## config.mk

```make
export PLATFORM = sky130hd
export DESIGN_NAME = freq_stepper_flat
export DESIGN_NICKNAME = d
export VERILOG_FILES = /design/src/rtl/freq_stepper_if.sv /design/src/rtl/freq_stepper.sv /design/src/flat_wrapper.sv
export SDC_FILE = /design/constraint.sdc
export NUM_CORES = 1
export LEC_CHECK = 0
export CORE_UTILIZATION = 39
export DETAILED_ROUTE_END_ITERATION = 6
export PLACE_DENSITY = 0.58
export SLEW_MARGIN = 20
export SYNTH_ARGS = -nofsm -noshare
export SYNTH_HDL_FRONTEND = slang
export SYNTH_SLANG_ARGS = --single-unit
```

## constraint.sdc

```tcl
create_clock -name clk -period 11.7 [get_ports clk]
set_input_delay 1.17 -clock clk [delete_from_list [all_inputs] [get_ports clk]]
set_output_delay 1.17 -clock clk [all_outputs]
set_load 0.01 [all_outputs]
```

## src/rtl/freq_stepper_if.sv

```systemverilog
// Request/response bundle between the front-panel logic and the frequency stepper.
// The master drives step/load requests; the slave returns the frequency state and strobes.
interface freq_stepper_if #(
    parameter int unsigned FTW_W      = 32,
    parameter int unsigned BIN_W      = 18,
    parameter int unsigned BCD_DIGITS = 6
);
    logic                    trig_up;
    logic                    trig_down;
    logic [1:0]              mode;
    logic                    load;
    logic [BIN_W-1:0]        load_khz;
    logic [FTW_W-1:0]        load_ftw;
    logic [FTW_W-1:0]        freq_ftw;
    logic [BIN_W-1:0]        freq_khz;
    logic [4*BCD_DIGITS-1:0] freq_bcd;
    logic                    upd;
    logic                    busy;
    logic                    limit;

    modport master (
        output trig_up, trig_down, mode, load, load_khz, load_ftw,
        input  freq_ftw, freq_khz, freq_bcd, upd, busy, limit
    );

    modport slave (
        input  trig_up, trig_down, mode, load, load_khz, load_ftw,
        output freq_ftw, freq_khz, freq_bcd, upd, busy, limit
    );
endinterface

```

## src/rtl/freq_stepper.sv

```systemverilog
// Manual DDS frequency controller: decade up/down steps with limits, preset loads, shift/add-3 BCD.
// Define FREQ_STEPPER_AUTOREPEAT_EN to make a held trigger auto-repeat (HOLDOFF, then every REPEAT).
module freq_stepper #(
    parameter int unsigned      FTW_W      = 32,
    parameter int unsigned      BIN_W      = 18,
    parameter int unsigned      BCD_DIGITS = 6,
    parameter logic [FTW_W-1:0] STEP_FTW0  = FTW_W'(32'h00A3D70A),
    parameter logic [FTW_W-1:0] STEP_FTW1  = FTW_W'(32'h0010624E),
    parameter logic [FTW_W-1:0] STEP_FTW2  = FTW_W'(32'h0001A36E),
    parameter logic [FTW_W-1:0] STEP_FTW3  = FTW_W'(32'h000029F1),
    parameter int unsigned      STEP_KHZ0  = 1000,
    parameter int unsigned      STEP_KHZ1  = 100,
    parameter int unsigned      STEP_KHZ2  = 10,
    parameter int unsigned      STEP_KHZ3  = 1,
    parameter int unsigned      MIN_KHZ    = 0,
    parameter int unsigned      MAX_KHZ    = 200000,
    parameter int unsigned      RESET_KHZ  = 100000,
    parameter logic [FTW_W-1:0] RESET_FTW  = FTW_W'(32'h3FFFFFE8),
    parameter int unsigned      WAIT_W     = 24,
    parameter int unsigned      HOLDOFF    = 1 << 23,
    parameter int unsigned      REPEAT     = 1 << 21
) (
    input logic           clk,
    input logic           rst,
    freq_stepper_if.slave bus
);
    localparam int unsigned BCD_W  = 4 * BCD_DIGITS;
    localparam int unsigned SH_W   = BCD_W + BIN_W;
    localparam int unsigned CNT_W  = $clog2(BIN_W + 1);
    localparam int unsigned CAND_W = BIN_W + 1;

    localparam logic [CAND_W-1:0] MIN_C     = CAND_W'(MIN_KHZ);
    localparam logic [CAND_W-1:0] SPAN_C    = CAND_W'(MAX_KHZ - MIN_KHZ);
    localparam logic [CNT_W-1:0]  LAST_BIT  = CNT_W'(BIN_W - 1);
    localparam logic [WAIT_W-1:0] HOLD_LAST = WAIT_W'(HOLDOFF - 1);
    localparam logic [WAIT_W-1:0] REP_LAST  = WAIT_W'(REPEAT - 1);

    typedef enum logic [2:0] {IDLE, CONV_INIT, CONV_ADD, CONV_SHIFT, DONE, HOLD} state_t;

    state_t             state, state_n;
    logic               up_q, down_q, load_q;
    logic [1:0]         mode_q;
    logic [FTW_W-1:0]   ftw_q, ftw_n;
    logic [BIN_W-1:0]   khz_q, khz_n;
    logic [BCD_W-1:0]   bcd_q, bcd_n;
    logic               upd_q, upd_n, limit_q, limit_n, busy_q, busy_n;
    logic [SH_W-1:0]    sh_q, sh_n;
    logic [CNT_W-1:0]   bit_q, bit_n;
    logic [WAIT_W-1:0]  hold_q, hold_n, hold_last;
    logic               from_step_q, from_step_n, rep_q, rep_n;
    logic [CAND_W-1:0]  step_khz, cand;
    logic [FTW_W-1:0]   step_ftw;
    logic               in_range;

    function automatic logic [3:0] add3(input logic [3:0] n);
        return (n >= 4'd5) ? n + 4'd3 : n;
    endfunction

    // Step size selection and candidate range check; an underflow wraps far above the span.
    always_comb begin
        step_khz = CAND_W'(STEP_KHZ0);
        step_ftw = STEP_FTW0;
        case (mode_q)
            2'd1: begin step_khz = CAND_W'(STEP_KHZ1); step_ftw = STEP_FTW1; end
            2'd2: begin step_khz = CAND_W'(STEP_KHZ2); step_ftw = STEP_FTW2; end
            2'd3: begin step_khz = CAND_W'(STEP_KHZ3); step_ftw = STEP_FTW3; end
            default: ;
        endcase
        cand      = up_q ? ({1'b0, khz_q} + step_khz) : ({1'b0, khz_q} - step_khz);
        in_range  = (cand - MIN_C) <= SPAN_C;
        hold_last = rep_q ? REP_LAST : HOLD_LAST;
    end

    always_ff @(posedge clk) begin
        if (rst) begin
            state       <= CONV_INIT;
            up_q        <= 1'b0;
            down_q      <= 1'b0;
            load_q      <= 1'b0;
            mode_q      <= 2'd0;
            ftw_q       <= RESET_FTW;
            khz_q       <= BIN_W'(RESET_KHZ);
            bcd_q       <= '0;
            upd_q       <= 1'b0;
            limit_q     <= 1'b0;
            busy_q      <= 1'b1;
            sh_q        <= '0;
            bit_q       <= '0;
            hold_q      <= '0;
            from_step_q <= 1'b0;
            rep_q       <= 1'b0;
        end else begin
            state       <= state_n;
            up_q        <= bus.trig_up;
            down_q      <= bus.trig_down;
            load_q      <= bus.load;
            mode_q      <= bus.mode;
            ftw_q       <= ftw_n;
            khz_q       <= khz_n;
            bcd_q       <= bcd_n;
            upd_q       <= upd_n;
            limit_q     <= limit_n;
            busy_q      <= busy_n;
            sh_q        <= sh_n;
            bit_q       <= bit_n;
            hold_q      <= hold_n;
            from_step_q <= from_step_n;
            rep_q       <= rep_n;
        end
    end

    always_comb begin
        state_n     = state;
        ftw_n       = ftw_q;
        khz_n       = khz_q;
        bcd_n       = bcd_q;
        upd_n       = 1'b0;
        limit_n     = 1'b0;
        sh_n        = sh_q;
        bit_n       = bit_q;
        hold_n      = '0;
        from_step_n = from_step_q;
        rep_n       = rep_q;

        case (state)
            IDLE: begin
                if (!up_q && !down_q) rep_n = 1'b0;
                if (load_q) begin
                    khz_n       = bus.load_khz;
                    ftw_n       = bus.load_ftw;
                    from_step_n = 1'b0;
                    state_n     = CONV_INIT;
                end else if (up_q ^ down_q) begin
                    if (in_range) begin
                        khz_n       = cand[BIN_W-1:0];
                        ftw_n       = up_q ? (ftw_q + step_ftw) : (ftw_q - step_ftw);
                        from_step_n = 1'b1;
                        state_n     = CONV_INIT;
                    end else begin
                        limit_n = 1'b1;
                        state_n = HOLD;
                    end
                end
            end
            CONV_INIT: begin
                sh_n    = SH_W'(khz_q);
                bit_n   = '0;
                state_n = CONV_ADD;
            end
            CONV_ADD: begin
                for (int i = 0; i < int'(BCD_DIGITS); i++)
                    sh_n[BIN_W + 4*i +: 4] = add3(sh_q[BIN_W + 4*i +: 4]);
                state_n = CONV_SHIFT;
            end
            CONV_SHIFT: begin
                sh_n    = sh_q << 1;
                bit_n   = bit_q + CNT_W'(1);
                state_n = (bit_q == LAST_BIT) ? DONE : CONV_ADD;
            end
            DONE: begin
                bcd_n   = sh_q[SH_W-1 -: BCD_W];
                upd_n   = 1'b1;
                state_n = from_step_q ? HOLD : IDLE;
            end
            HOLD: begin
                if (hold_q != hold_last) begin
                    hold_n = hold_q + WAIT_W'(1);
                end else begin
`ifdef FREQ_STEPPER_AUTOREPEAT_EN
                    rep_n   = 1'b1;
                    state_n = IDLE;
`else
                    hold_n = hold_q;
                    if (!up_q && !down_q) state_n = IDLE;
`endif
                end
            end
            default: state_n = IDLE;
        endcase

        busy_n = (state_n != IDLE);
    end

    assign bus.freq_ftw = ftw_q;
    assign bus.freq_khz = khz_q;
    assign bus.freq_bcd = bcd_q;
    assign bus.upd      = upd_q;
    assign bus.limit    = limit_q;
    assign bus.busy     = busy_q;
endmodule

```

## src/flat_wrapper.sv

```systemverilog
// flat-port wrapper written by rule: the top's interface ports become plain ports
module freq_stepper_flat 
#(
    parameter int unsigned      FTW_W      = 32,
    parameter int unsigned      BIN_W      = 18,
    parameter int unsigned      BCD_DIGITS = 6,
    parameter logic [FTW_W-1:0] STEP_FTW0  = FTW_W'(32'h00A3D70A),
    parameter logic [FTW_W-1:0] STEP_FTW1  = FTW_W'(32'h0010624E),
    parameter logic [FTW_W-1:0] STEP_FTW2  = FTW_W'(32'h0001A36E),
    parameter logic [FTW_W-1:0] STEP_FTW3  = FTW_W'(32'h000029F1),
    parameter int unsigned      STEP_KHZ0  = 1000,
    parameter int unsigned      STEP_KHZ1  = 100,
    parameter int unsigned      STEP_KHZ2  = 10,
    parameter int unsigned      STEP_KHZ3  = 1,
    parameter int unsigned      MIN_KHZ    = 0,
    parameter int unsigned      MAX_KHZ    = 200000,
    parameter int unsigned      RESET_KHZ  = 100000,
    parameter logic [FTW_W-1:0] RESET_FTW  = FTW_W'(32'h3FFFFFE8),
    parameter int unsigned      WAIT_W     = 24,
    parameter int unsigned      HOLDOFF    = 1 << 23,
    parameter int unsigned      REPEAT     = 1 << 21
)
  (clk, rst, bus_trig_up, bus_trig_down, bus_mode, bus_load, bus_load_khz, bus_load_ftw, bus_freq_ftw, bus_freq_khz, bus_freq_bcd, bus_upd, bus_busy, bus_limit);
  freq_stepper_if #(.FTW_W(FTW_W), .BIN_W(BIN_W), .BCD_DIGITS(BCD_DIGITS)) bus_i ();
  input logic clk;
  input logic rst;
  input wire logic [$bits(bus_i.trig_up)-1:0] bus_trig_up;
  input wire logic [$bits(bus_i.trig_down)-1:0] bus_trig_down;
  input wire logic [$bits(bus_i.mode)-1:0] bus_mode;
  input wire logic [$bits(bus_i.load)-1:0] bus_load;
  input wire logic [$bits(bus_i.load_khz)-1:0] bus_load_khz;
  input wire logic [$bits(bus_i.load_ftw)-1:0] bus_load_ftw;
  output wire logic [$bits(bus_i.freq_ftw)-1:0] bus_freq_ftw;
  output wire logic [$bits(bus_i.freq_khz)-1:0] bus_freq_khz;
  output wire logic [$bits(bus_i.freq_bcd)-1:0] bus_freq_bcd;
  output wire logic [$bits(bus_i.upd)-1:0] bus_upd;
  output wire logic [$bits(bus_i.busy)-1:0] bus_busy;
  output wire logic [$bits(bus_i.limit)-1:0] bus_limit;
  assign bus_i.trig_up = bus_trig_up;
  assign bus_i.trig_down = bus_trig_down;
  assign bus_i.mode = bus_mode;
  assign bus_i.load = bus_load;
  assign bus_i.load_khz = bus_load_khz;
  assign bus_i.load_ftw = bus_load_ftw;
  assign bus_freq_ftw = bus_i.freq_ftw;
  assign bus_freq_khz = bus_i.freq_khz;
  assign bus_freq_bcd = bus_i.freq_bcd;
  assign bus_upd = bus_i.upd;
  assign bus_busy = bus_i.busy;
  assign bus_limit = bus_i.limit;
  freq_stepper #(.FTW_W(FTW_W), .BIN_W(BIN_W), .BCD_DIGITS(BCD_DIGITS), .STEP_FTW0(STEP_FTW0), .STEP_FTW1(STEP_FTW1), .STEP_FTW2(STEP_FTW2), .STEP_FTW3(STEP_FTW3), .STEP_KHZ0(STEP_KHZ0), .STEP_KHZ1(STEP_KHZ1), .STEP_KHZ2(STEP_KHZ2), .STEP_KHZ3(STEP_KHZ3), .MIN_KHZ(MIN_KHZ), .MAX_KHZ(MAX_KHZ), .RESET_KHZ(RESET_KHZ), .RESET_FTW(RESET_FTW), .WAIT_W(WAIT_W), .HOLDOFF(HOLDOFF), .REPEAT(REPEAT)) u_core (.clk(clk), .rst(rst), .bus(bus_i));
endmodule
```

# ---- Word-level counts from Yosys, hierarchy flattened
# Index checks and enable logic that the tools add are counted.
# Widths: inputs -> output; s select.
dict set report totals {
  regBits 157
  inputBits 57
}
dict set report op_classes {
  n_mux 32
  addsub 12
  n_bitwise 4
  magnitude_cmp 7
  eq_ne 16
  reduce_logical 18
}
# cell count
set op_table {}
lappend op_table {{$pmux 24 s3} 2}
lappend op_table {{$mux 32} 4}
lappend op_table {{$mux 18} 3}
lappend op_table {{$pmux 18 s2} 1}
lappend op_table {{$add 32x24->32} 1}
lappend op_table {{$sub 32x24->32} 1}
lappend op_table {{$pmux 10 s3} 1}
lappend op_table {{$add 24x1->24 const B} 1}
lappend op_table {{$add 4x2->4 const B} 6}
lappend op_table {{$ge 4x3->1 const B} 6}
lappend op_table {{$mux 4} 6}
lappend op_table {{$ne 24x23->1 const B} 1}
lappend op_table {{$mux 3} 7}
lappend op_table {{$add 18x10->19} 1}
lappend op_table {{$le 19x18->1 const B} 1}
lappend op_table {{$mux 19} 1}
lappend op_table {{$sub 18x10->19} 1}
lappend op_table {{$pmux 3 s6} 1}
lappend op_table {{$ne 2x1->1 const B} 6}
lappend op_table {{$reduce_and 2->1} 6}
lappend op_table {{$pmux 5 s2} 1}
lappend op_table {{$eq 3x2->1 const B} 2}
lappend op_table {{$eq 3x3->1 const B} 2}
lappend op_table {{$reduce_bool 2->1} 3}
lappend op_table {{other kinds (15)} 24}

# ---- Longest topological paths before layout
# Gate-level depths: netlist (run 1).
dict set report depth {
  depth_word 10
  depth_mapped 18
  ltp_nobuf 16
}

# ---- Worst setup path after synthesis (run 1)
# OpenSTA, ideal clock, no wires.
dict set report synth_timing {
  path_kind {flip-flop to flip-flop}
  start {register u_core.mode_q[1]}
  end {register u_core.khz_q[15], in the netlist u_core.bus.freq_khz[15]}
  required_time_ns 11.570
  path_stages_with_launch 17
  setup_ns 0.130
  path_slack_ns 7.657
  arrival_time_ns 3.913
  period_less_slack_ns 4.043
  path_cell_list {dfxtp_1 ha_1 clkbuf_1 inv_1 ha_1 mux2_2 fa_1 a211oi_2 o31ai_2 a21oi_4 a21oi_2 a311oi_2 xor2_1 nand4_1 clkbuf_1 a221oi_1 o21ai_1}
}
dict set report synth_via {
  elab_chain_cells 7
}
# item line_no
set synth_lines {}
lappend synth_lines {{start, declared} freq_stepper.sv:42} ;# logic [1:0] mode_q;
lappend synth_lines {{start signal, assigned} freq_stepper.sv:97} ;# mode_q <= bus.mode;
lappend synth_lines {{$eq 2x2->1 or $eq 2x1->1 (tied branches)} freq_stepper.sv:63} ;# case (mode_q)
lappend synth_lines {{$pmux 10 s3 *} freq_stepper.sv:63}
lappend synth_lines {{$sub 18x10->19 or $add 18x10->19 (tied branches)} freq_stepper.sv:69} ;# cand = up_q ? ({1'b0, khz_q} + step_khz) : ({1'b0, khz_q} - step_khz);
lappend synth_lines {{$mux 19 *} freq_stepper.sv:69}
lappend synth_lines {{$le 19x18->1 or $mux 18 (tied branches)} {freq_stepper.sv:70, freq_stepper.sv:134}}
lappend synth_lines {{$reduce_bool 2->1 (no line) or $mux 18 (tied branches)} -}
lappend synth_lines {{$reduce_and 3->1 (no line) or $mux 18 (tied branches)} -}
lappend synth_lines {{end signal, assigned} freq_stepper.sv:82} ;# khz_q <= BIN_W'(RESET_KHZ);
lappend synth_lines {{end signal, assigned} freq_stepper.sv:99} ;# khz_q <= khz_n;
lappend synth_lines {{end, declared} freq_stepper.sv:44} ;# logic [BIN_W-1:0] khz_q, khz_n;
# Every way passes the cells marked *; elsewhere a longest branch is shown, timed or not. The select of a mux whose other input is x is not followed.
# A chain may end at the register's enable or synchronous reset.

# ---- Final worst setup path (run 1)
dict set report layout_timing {
  start {register u_core.up_q}
  end {register u_core.ftw_q[20], in the netlist u_core.bus.freq_ftw[20]}
}
dict set report layout_via {
  elab_chain_cells 4
}
# item line_no
set layout_lines {}
lappend layout_lines {{start, declared} freq_stepper.sv:41} ;# logic up_q, down_q, load_q;
lappend layout_lines {{start signal, assigned} freq_stepper.sv:94} ;# up_q <= bus.trig_up;
lappend layout_lines {{$mux 19 or $mux 32 (tied branches)} {freq_stepper.sv:69, freq_stepper.sv:136}}
lappend layout_lines {{$le 19x18->1 or $mux 32 (tied branches)} {freq_stepper.sv:70, freq_stepper.sv:134}}
lappend layout_lines {{$reduce_bool 2->1 (no line) or $mux 32 (tied branches)} -}
lappend layout_lines {{$reduce_and 3->1 (no line) or $mux 32 (tied branches)} -}
lappend layout_lines {{end signal, assigned} freq_stepper.sv:98} ;# ftw_q <= ftw_n;
lappend layout_lines {{end, declared} freq_stepper.sv:43} ;# logic [FTW_W-1:0] ftw_q, ftw_n;
# Several ways; a longest one is shown, not always the timed one. The select of a mux whose other input is x is not followed.

==> reports/metrics.csv, run 1 <==
stage,metric,value,unit
outcome,outcome,"complete, no violations",
final_layout,num_antenna_cells,0,
final_layout,fin_nets,1492,
cts,cts_setup_buffers,0,
die,core_area,25300,sq um
route,drc_errors,0,
setup_path,slowest_stage,and4_1,
route,drt_iter0_drc,525,
sta,setup_violations,0,
setup_path,r2r_start,u_core.up_q,
synth,synth_top_cell_by_area,dfxtp_1,
power,finalPower,1.74,mW
setup_path,worstPathRequired,12.03,ns
cts,numClockSinks,157,
cts,root_buffer,clkbuf_16,
route,dr_wl_met2,13500,um
sta,fin_ws,6.14,ns
synth,synthCells,1276,
sta,finalSetupTns,0,ns
hold_path,min_path_cells,2,
sta,tightestPinTransition,1.14,ns
cts,cts_tree,built,
setup_path,cp.arrival,5.88,ns
place,dp_worst_setup_slack,6.17,ns
cts,cts_hold_buffers,0,
setup_path,cp_common_cell,a21oi_1,
die,dieArea,26500,sq um
route,wl,28900,um
final_layout,final_cells,1704,
die,die_y,163,um
place,portBuffers,133,
synth,synth_flop_cell,dfxtp_1,
die,die_w,163,um
power,p_leak,4.47,nW
cts,cts_max_level,4,
run,cap_violations,0,
route,drt_pass1_iterations,5,
route,highest_layer,met4,
sta,finalCriticalPeriod,5.56,ns
route,viasPerCell,5.59,
cts,clockBufferDepth,2,
synth,synth_area,10100,sq um
global_routing,grt_pass1_vias,8973,
final_layout,postLayoutCellArea,12200,sq um
setup_path,reg2reg_to,u_core.bus.freq_ftw[20],
synth,synth_nets,1407,
setup_path,path_class,reg -> reg,
synth,ys_seq_area_frac,0.312,
sta,rsz0062_at_grt,false,
place,dp.cells,1672,
synth,yosysUniqueCellTypes,74,
setup_path,startpoint_type,flop,
synth,async_flop_share,0,
synth,synth_common_cells,"dfxtp_1 (157), nor2_1 (137), nand2_1 (126)",
die,initial_core_util,0.399,
setup_path,reg2reg_depth,13,
cts,ctsResizeCount,0,
hold_path,min_from,u_core.bus.freq_bcd[11],
setup_path,crit_fanout,29,
final_layout,seq_area,3140,sq um
place,place_hpwl,19900,um
global_routing,grt_overflow_total,0,
final_layout,multiInputGateArea,6480,sq um
final_layout,syn2layout_area_growth,21.2,%
route,vias,9527,
sta,fin_crit_sh,0.475,
setup_path,cp_cell_sequence,inv_2 > a21oi_1 > ha_1 > a21oi_1 > o21ai_1 > a21oi_4 > a21oi_2 > a311oi_2 > xor2_1 > and4_1 > buf_4 > o21ai_0 > o32a_1,
synth,synth_area_leaders,"dfxtp_1 (31%), ha_1 (8.9%), a21oi_1 (6.0%)",
die,rows,58,
synth,yosysWarnings,0,
sta,holdWs,0.455,ns
power,p_per_area,142,nW/um^2
setup_path,r2r_slack,6.14,ns
final_layout,drive_above_1_share,0.0553,
setup_path,critPathMaxStageDelay,0.89,ns
route,post_drt_wl_per_cell,16.9,um
setup_path,worst_setup_path_end_kind,flop,
synth,synthMostInstantiatedCell,dfxtp_1,
synth,ys_seq_elements,157,
sta,fmax,0.180,GHz
route,wl_met3,1280,um
sta,drv_slew,0,
synth,syn_avg_cell_area,7.90,sq um
synth,yosysTopAreaCellShare,0.312,
hold_path,worst_hold_path.endpoint,u_core.bus.freq_bcd[11],
hold_path,holdCritPathClass,reg -> reg,
cts,clk_pin_slew,0.07,ns
global_routing,grt_use_total,0.220,
global_routing,grt_max_degree,64,
cts,clock_latency,0.44,ns
sta,relSlewSlack,0.239,
synth,synth_edf_count,0,
place,place_congestion,0.869,
final_layout,fill_cells,2507,
route,wl_met1,13600,um
cts,cts_buffers,17,
final_layout,fin_util,0.484,
sta,hold_viol,0,
place,placed_area,11600,sq um
route,drtAntennaViolNets,0,
global_routing,grt_pass1_wl,46500,um
power,irDropWorstVdd,0.0748,mV
global_routing,antenna_found_initial,0,
sta,clock_skew,0.0176,ns
die,io_pins,134,
-- kinds of logic (layout without fill, tap and decap cells) --
kind of cell	Yosys count	in the layout	synth area share
AOI/OAI and AO/OA	385	385	0.254
xor gates and xnor gates	68	68	0.0591
muxes	27	27	0.0271
adders and majority gates	74	74	0.0934
DFF	157	157	0.312
and+or+nand+nor	445	445	0.207
buffers and inverters	120	218	0.0478
-- worst max path at each step --
stage	startpoint	endpoint
floorplan	u_core.mode_q[1]	u_core.bus.freq_khz[15]
global placement	u_core.up_q	u_core.bus.freq_ftw[20]
detailed placement	u_core.up_q	u_core.bus.freq_ftw[20]
CTS	u_core.up_q	u_core.bus.freq_ftw[20]
global route	u_core.up_q	u_core.bus.freq_ftw[20]
finish	u_core.up_q	u_core.bus.freq_ftw[20]
-- worst max-delay path: cells and delay by family, from the launching register on --
kind / cells / cell delay, ns
DFF: 1 / 0.75
buffers and inverters: 2 / 0.92
adders and majority gates: 1 / 0.42
xor gates and xnor gates: 1 / 0.49
and+or+nand+nor: 1 / 0.89
AOI/OAI and AO/OA: 8 / 1.94
-- layout make-up --
| type | instances | share of cell area |
|---|---|---|
| clock inverters | 15 | 0.0158 |
| clock buffers | 17 | 0.0348 |
| flip-flops and latches | 157 | 0.257 |
| well taps | 330 | 0.0338 |
| multi-input cells | 999 | 0.530 |
| inverters | 44 | 0.0135 |
| repair buffers | 142 | 0.114 |
-- metal layers --
| layer | vias up | track usage |
|---|---|---|
| met4 | 0 | 0.0650 |
| met5 | - | 0 |
| li1 | 4823 | - |
| met1 | 4422 | 0.291 |
| met3 | 35 | 0.0443 |
| met2 | 247 | 0.360 |
-- cell usage in the layout (no fill, tap or decap), types with 6 or more instances in the layout --
master | netlist | routed
xor2_1 | 32 | 32
or3_1 | 8 | 8
o22ai_1 | 10 | 10
and2_1 | 9 | 9
nand2b_1 | 10 | 10
clkbuf_16 | 0 | 17
nor2b_1 | 17 | 16
and4_1 | 9 | 9
a211oi_1 | 35 | 35
o21ai_1 | 30 | 30
nor3_1 | 56 | 56
o21ai_0 | 52 | 52
nand2_1 | 126 | 126
nand4_1 | 15 | 15
mux2i_1 | 25 | 25
nor2_1 | 137 | 137
a21oi_1 | 120 | 120
a221oi_2 | 10 | 10
a31oi_1 | 17 | 16
o21a_1 | 12 | 12
clkdlybuf4s50_1 | 0 | 132
a22oi_1 | 13 | 13
o211ai_1 | 6 | 6
a32oi_1 | 6 | 6
a21o_1 | 14 | 14
buf_4 | 5 | 10
a221oi_1 | 11 | 11
inv_1 | 41 | 41
nor4_1 | 8 | 8
xnor2_1 | 36 | 36
o221ai_1 | 6 | 6
ha_1 | 72 | 72
dfxtp_1 | 157 | 156
nand3_1 | 26 | 26
and3_1 | 6 | 6
-- sequential cells by signal, indices dropped and copies added, names as in the netlist --
register,flops
u_core.load_q,1
u_core.from_step_q,1
u_core.sh_q,42
u_core.state,3
u_core.bus.limit,1
u_core.bus.freq_khz,18
u_core.down_q,1
u_core.mode_q,2
u_core.bus.busy,1
u_core.bit_q,5
u_core.bus.freq_ftw,32
u_core.bus.freq_bcd,24
u_core.hold_q,24
u_core.bus.upd,1
u_core.up_q,1
-- report_power, final --
group	switching [mW]	leakage, nW	total [mW]	internal, mW
clock	0.272	0.301	0.580	0.308
sequential	0.0451	1.28	0.616	0.571
combinational	0.311	2.89	0.542	0.230
total	0.628	4.47	1.74	1.11
No activity file was read; power rests on OpenSTA's default activity.
==> run 2, diff against run 1 <==
- clock period: 11.7 -> 5.13 ns (I/O delays scaled with it)
==> run 2 against run 1 <==
- final area increased by 0.47%
- critical path depth rose by 2
- clock power up 130%
- clock skew shrank 0.0056 ns
- worst hold slack worse by 0.0021 ns
- wire length is essentially flat
- final cell count up 0.53%
- sequential cell count is the same
- sequential share of layout area shrank 0.12 points
- utilization grew 0.23 points
==> reports/metrics.csv, run 2 (synthesized netlist as in run 1, its figures left out) <==
stage,metric,value,unit
die,rows,58,
power,finalPower,3.99,mW
route,drt_iter0_drc,586,
sta,fin_crit_sh,0.927,
route,drtAntennaViolNets,0,
final_layout,top_register,u_core.sh_q,
cts,cts_hold_buffers,0,
setup_path,path_class,reg -> reg,
sta,holdWs,0.453,ns
sta,clock_skew,0.0119,ns
final_layout,fill_cells,2526,
cts,cts_buffers,17,
setup_path,slowest_stage,xor2_1,
setup_path,path_delay_family,compound AO/OA/AOI/OAI gates,
final_layout,final_cell_mix,"dfxtp_1 (156), nor2_1 (137), clkdlybuf4s50_1 (132), nand2_1 (126), a21oi_1 (120)",
cts,root_buffer,clkbuf_16,
sta,tightestPinTransition,0.970,ns
setup_path,startpoint_type,flop,
power,irDropWorstVdd,0.192,mV
sta,finalSetupTns,0,ns
global_routing,grt_pass1_wl,46400,um
setup_path,worst_setup_path_end_kind,flop,
setup_path,crit_fanout,31,
final_layout,seq_area,3140,sq um
place,place_congestion,0.912,
cts,clockBufferDepth,2,
cts,cts_setup_buffers,0,
route,vias,9601,
final_layout,final_common_cell,dfxtp_1,
cts,ctsResizeCount,0,
die,io_pins,134,
place,place_hpwl,20700,um
route,viasPerCell,5.60,
die,core_area,25300,sq um
route,wl,28900,um
cts,clock_latency,0.43,ns
power,p_per_area,325,nW/um^2
run,cap_violations,0,
place,portBuffers,133,
die,die_w,163,um
setup_path,cp_common_cell,ha_1,
sta,setup_violations,0,
setup_path,path_buf_inv,2,
sta,drv_slew,0,
power,p_leak,4.51,nW
route,post_drt_wl_per_cell,16.9,um
sta,rsz0062_at_grt,false,
route,drc_errors,0,
die,die_y,163,um
sta,fmax,0.210,GHz
global_routing,grt_overflow_total,0,
setup_path,cp_cell_sequence,ha_1 > inv_1 > ha_1 > mux2_2 > fa_1 > a211oi_2 > o31ai_2 > a21oi_4 > a21oi_2 > a311oi_2 > xor2_1 > nand4_1 > buf_4 > a2111oi_0 > a211oi_1,
setup_path,critPathMaxStageDelay,0.50,ns
global_routing,grt_use_total,0.219,
final_layout,fin_nets,1501,
route,drt_pass1_iterations,4,
final_layout,drive_above_1_share,0.0600,
final_layout,num_antenna_cells,0,
cts,cts_tree,built,
cts,numClockSinks,157,
setup_path,cp.arrival,5.04,ns
hold_path,holdCritPathClass,reg -> reg,
final_layout,multiInputGateArea,6470,sq um
sta,finalCriticalPeriod,4.75,ns
global_routing,antenna_found_initial,0,
die,dieArea,26500,sq um
global_routing,grt_pass1_vias,8990,
setup_path,worstPathRequired,5.42,ns
die,initial_core_util,0.399,
final_layout,syn2layout_area_growth,21.8,%
global_routing,grt_max_degree,84,
sta,hold_viol,0,
outcome,outcome,"complete, no violations",
cts,cts_max_level,4,
sta,relSlewSlack,0.352,
final_layout,largest_reg_flops,42,
cts,clk_pin_slew,0.07,ns
==> run 2: layout make-up <==
class | count | share of cell area
Tap cell | 330 | 0.0336
Multi-Input combinational cell | 999 | 0.527
Timing Repair Buffer | 151 | 0.120
Sequential cell | 157 | 0.256
Clock buffer | 18 | 0.0350
Inverter | 44 | 0.0135
Clock inverter | 14 | 0.0141
==> run 2: report_power, final <==
group          switching (mW)  total (mW)  internal, mW
Sequential              0.100        1.40          1.30
Combinational           0.722        1.26         0.533
Clock                   0.590        1.33         0.741
Total                    1.41        3.99          2.58
==> run 2: worst reg2reg max path, cell delays in order, from the launching register on <==
cell       delay [ns]
dfxtp_1          0.45
ha_1             0.37
inv_1            0.10
ha_1             0.29
mux2_2           0.29
fa_1             0.44
a211oi_2         0.26
o31ai_2          0.15
a21oi_4          0.24
a21oi_2          0.10
a311oi_2         0.33
xor2_1           0.50
nand4_1          0.20
buf_4            0.32
a2111oi_0        0.49
a211oi_1         0.07
==> run 2: per-stage QoR <==
| stage | std cells | instance area (sq um) | setup WS (ns) | util |
|---|---|---|---|---|
| after detailed placement | 1681 | 11700 | 0.428 | 0.462 |
| after global placement | 1681 | 11700 | 0.578 | 0.462 |
| final | 1713 | 12300 | 0.377 | 0.486 |
| after CTS | 1713 | 12300 | 0.414 | 0.486 |
| after floorplan | 1276 | 10100 | 1.09 | - |
| after global routing | 1713 | 12300 | 0.0843 | 0.486 |
==> run 2: path summary, 6_finish.rpt <==
check                                        startpoint                 endpoint  slack, ns  cells past startpoint
worst max-delay path                   u_core.mode_q[1]  u_core.bus.freq_ftw[28]       0.38                     15
worst min-delay path            u_core.bus.freq_bcd[11]  u_core.bus.freq_bcd[11]       0.45                      2
worst max register to register         u_core.mode_q[1]  u_core.bus.freq_ftw[28]       0.38                     15
worst min register to register  u_core.bus.freq_bcd[11]  u_core.bus.freq_bcd[11]       0.45                      2
==> run 2: metal layers <==
metal	routed length, um	vias up	global-route usage
met4	530	0	0.0675
met5	0	-	0
met1	13500	4504	0.289
met2	13600	242	0.365
met3	1310	33	0.0331
li1	-	4822	-
==> run 3, diff against run 2 <==
- SKIP_CTS_REPAIR_TIMING: unset -> 1
- SLEW_MARGIN: 20 -> unset
==> results of run 3 <==
The final DEF is identical to that of run 2; final timing and power are the same.
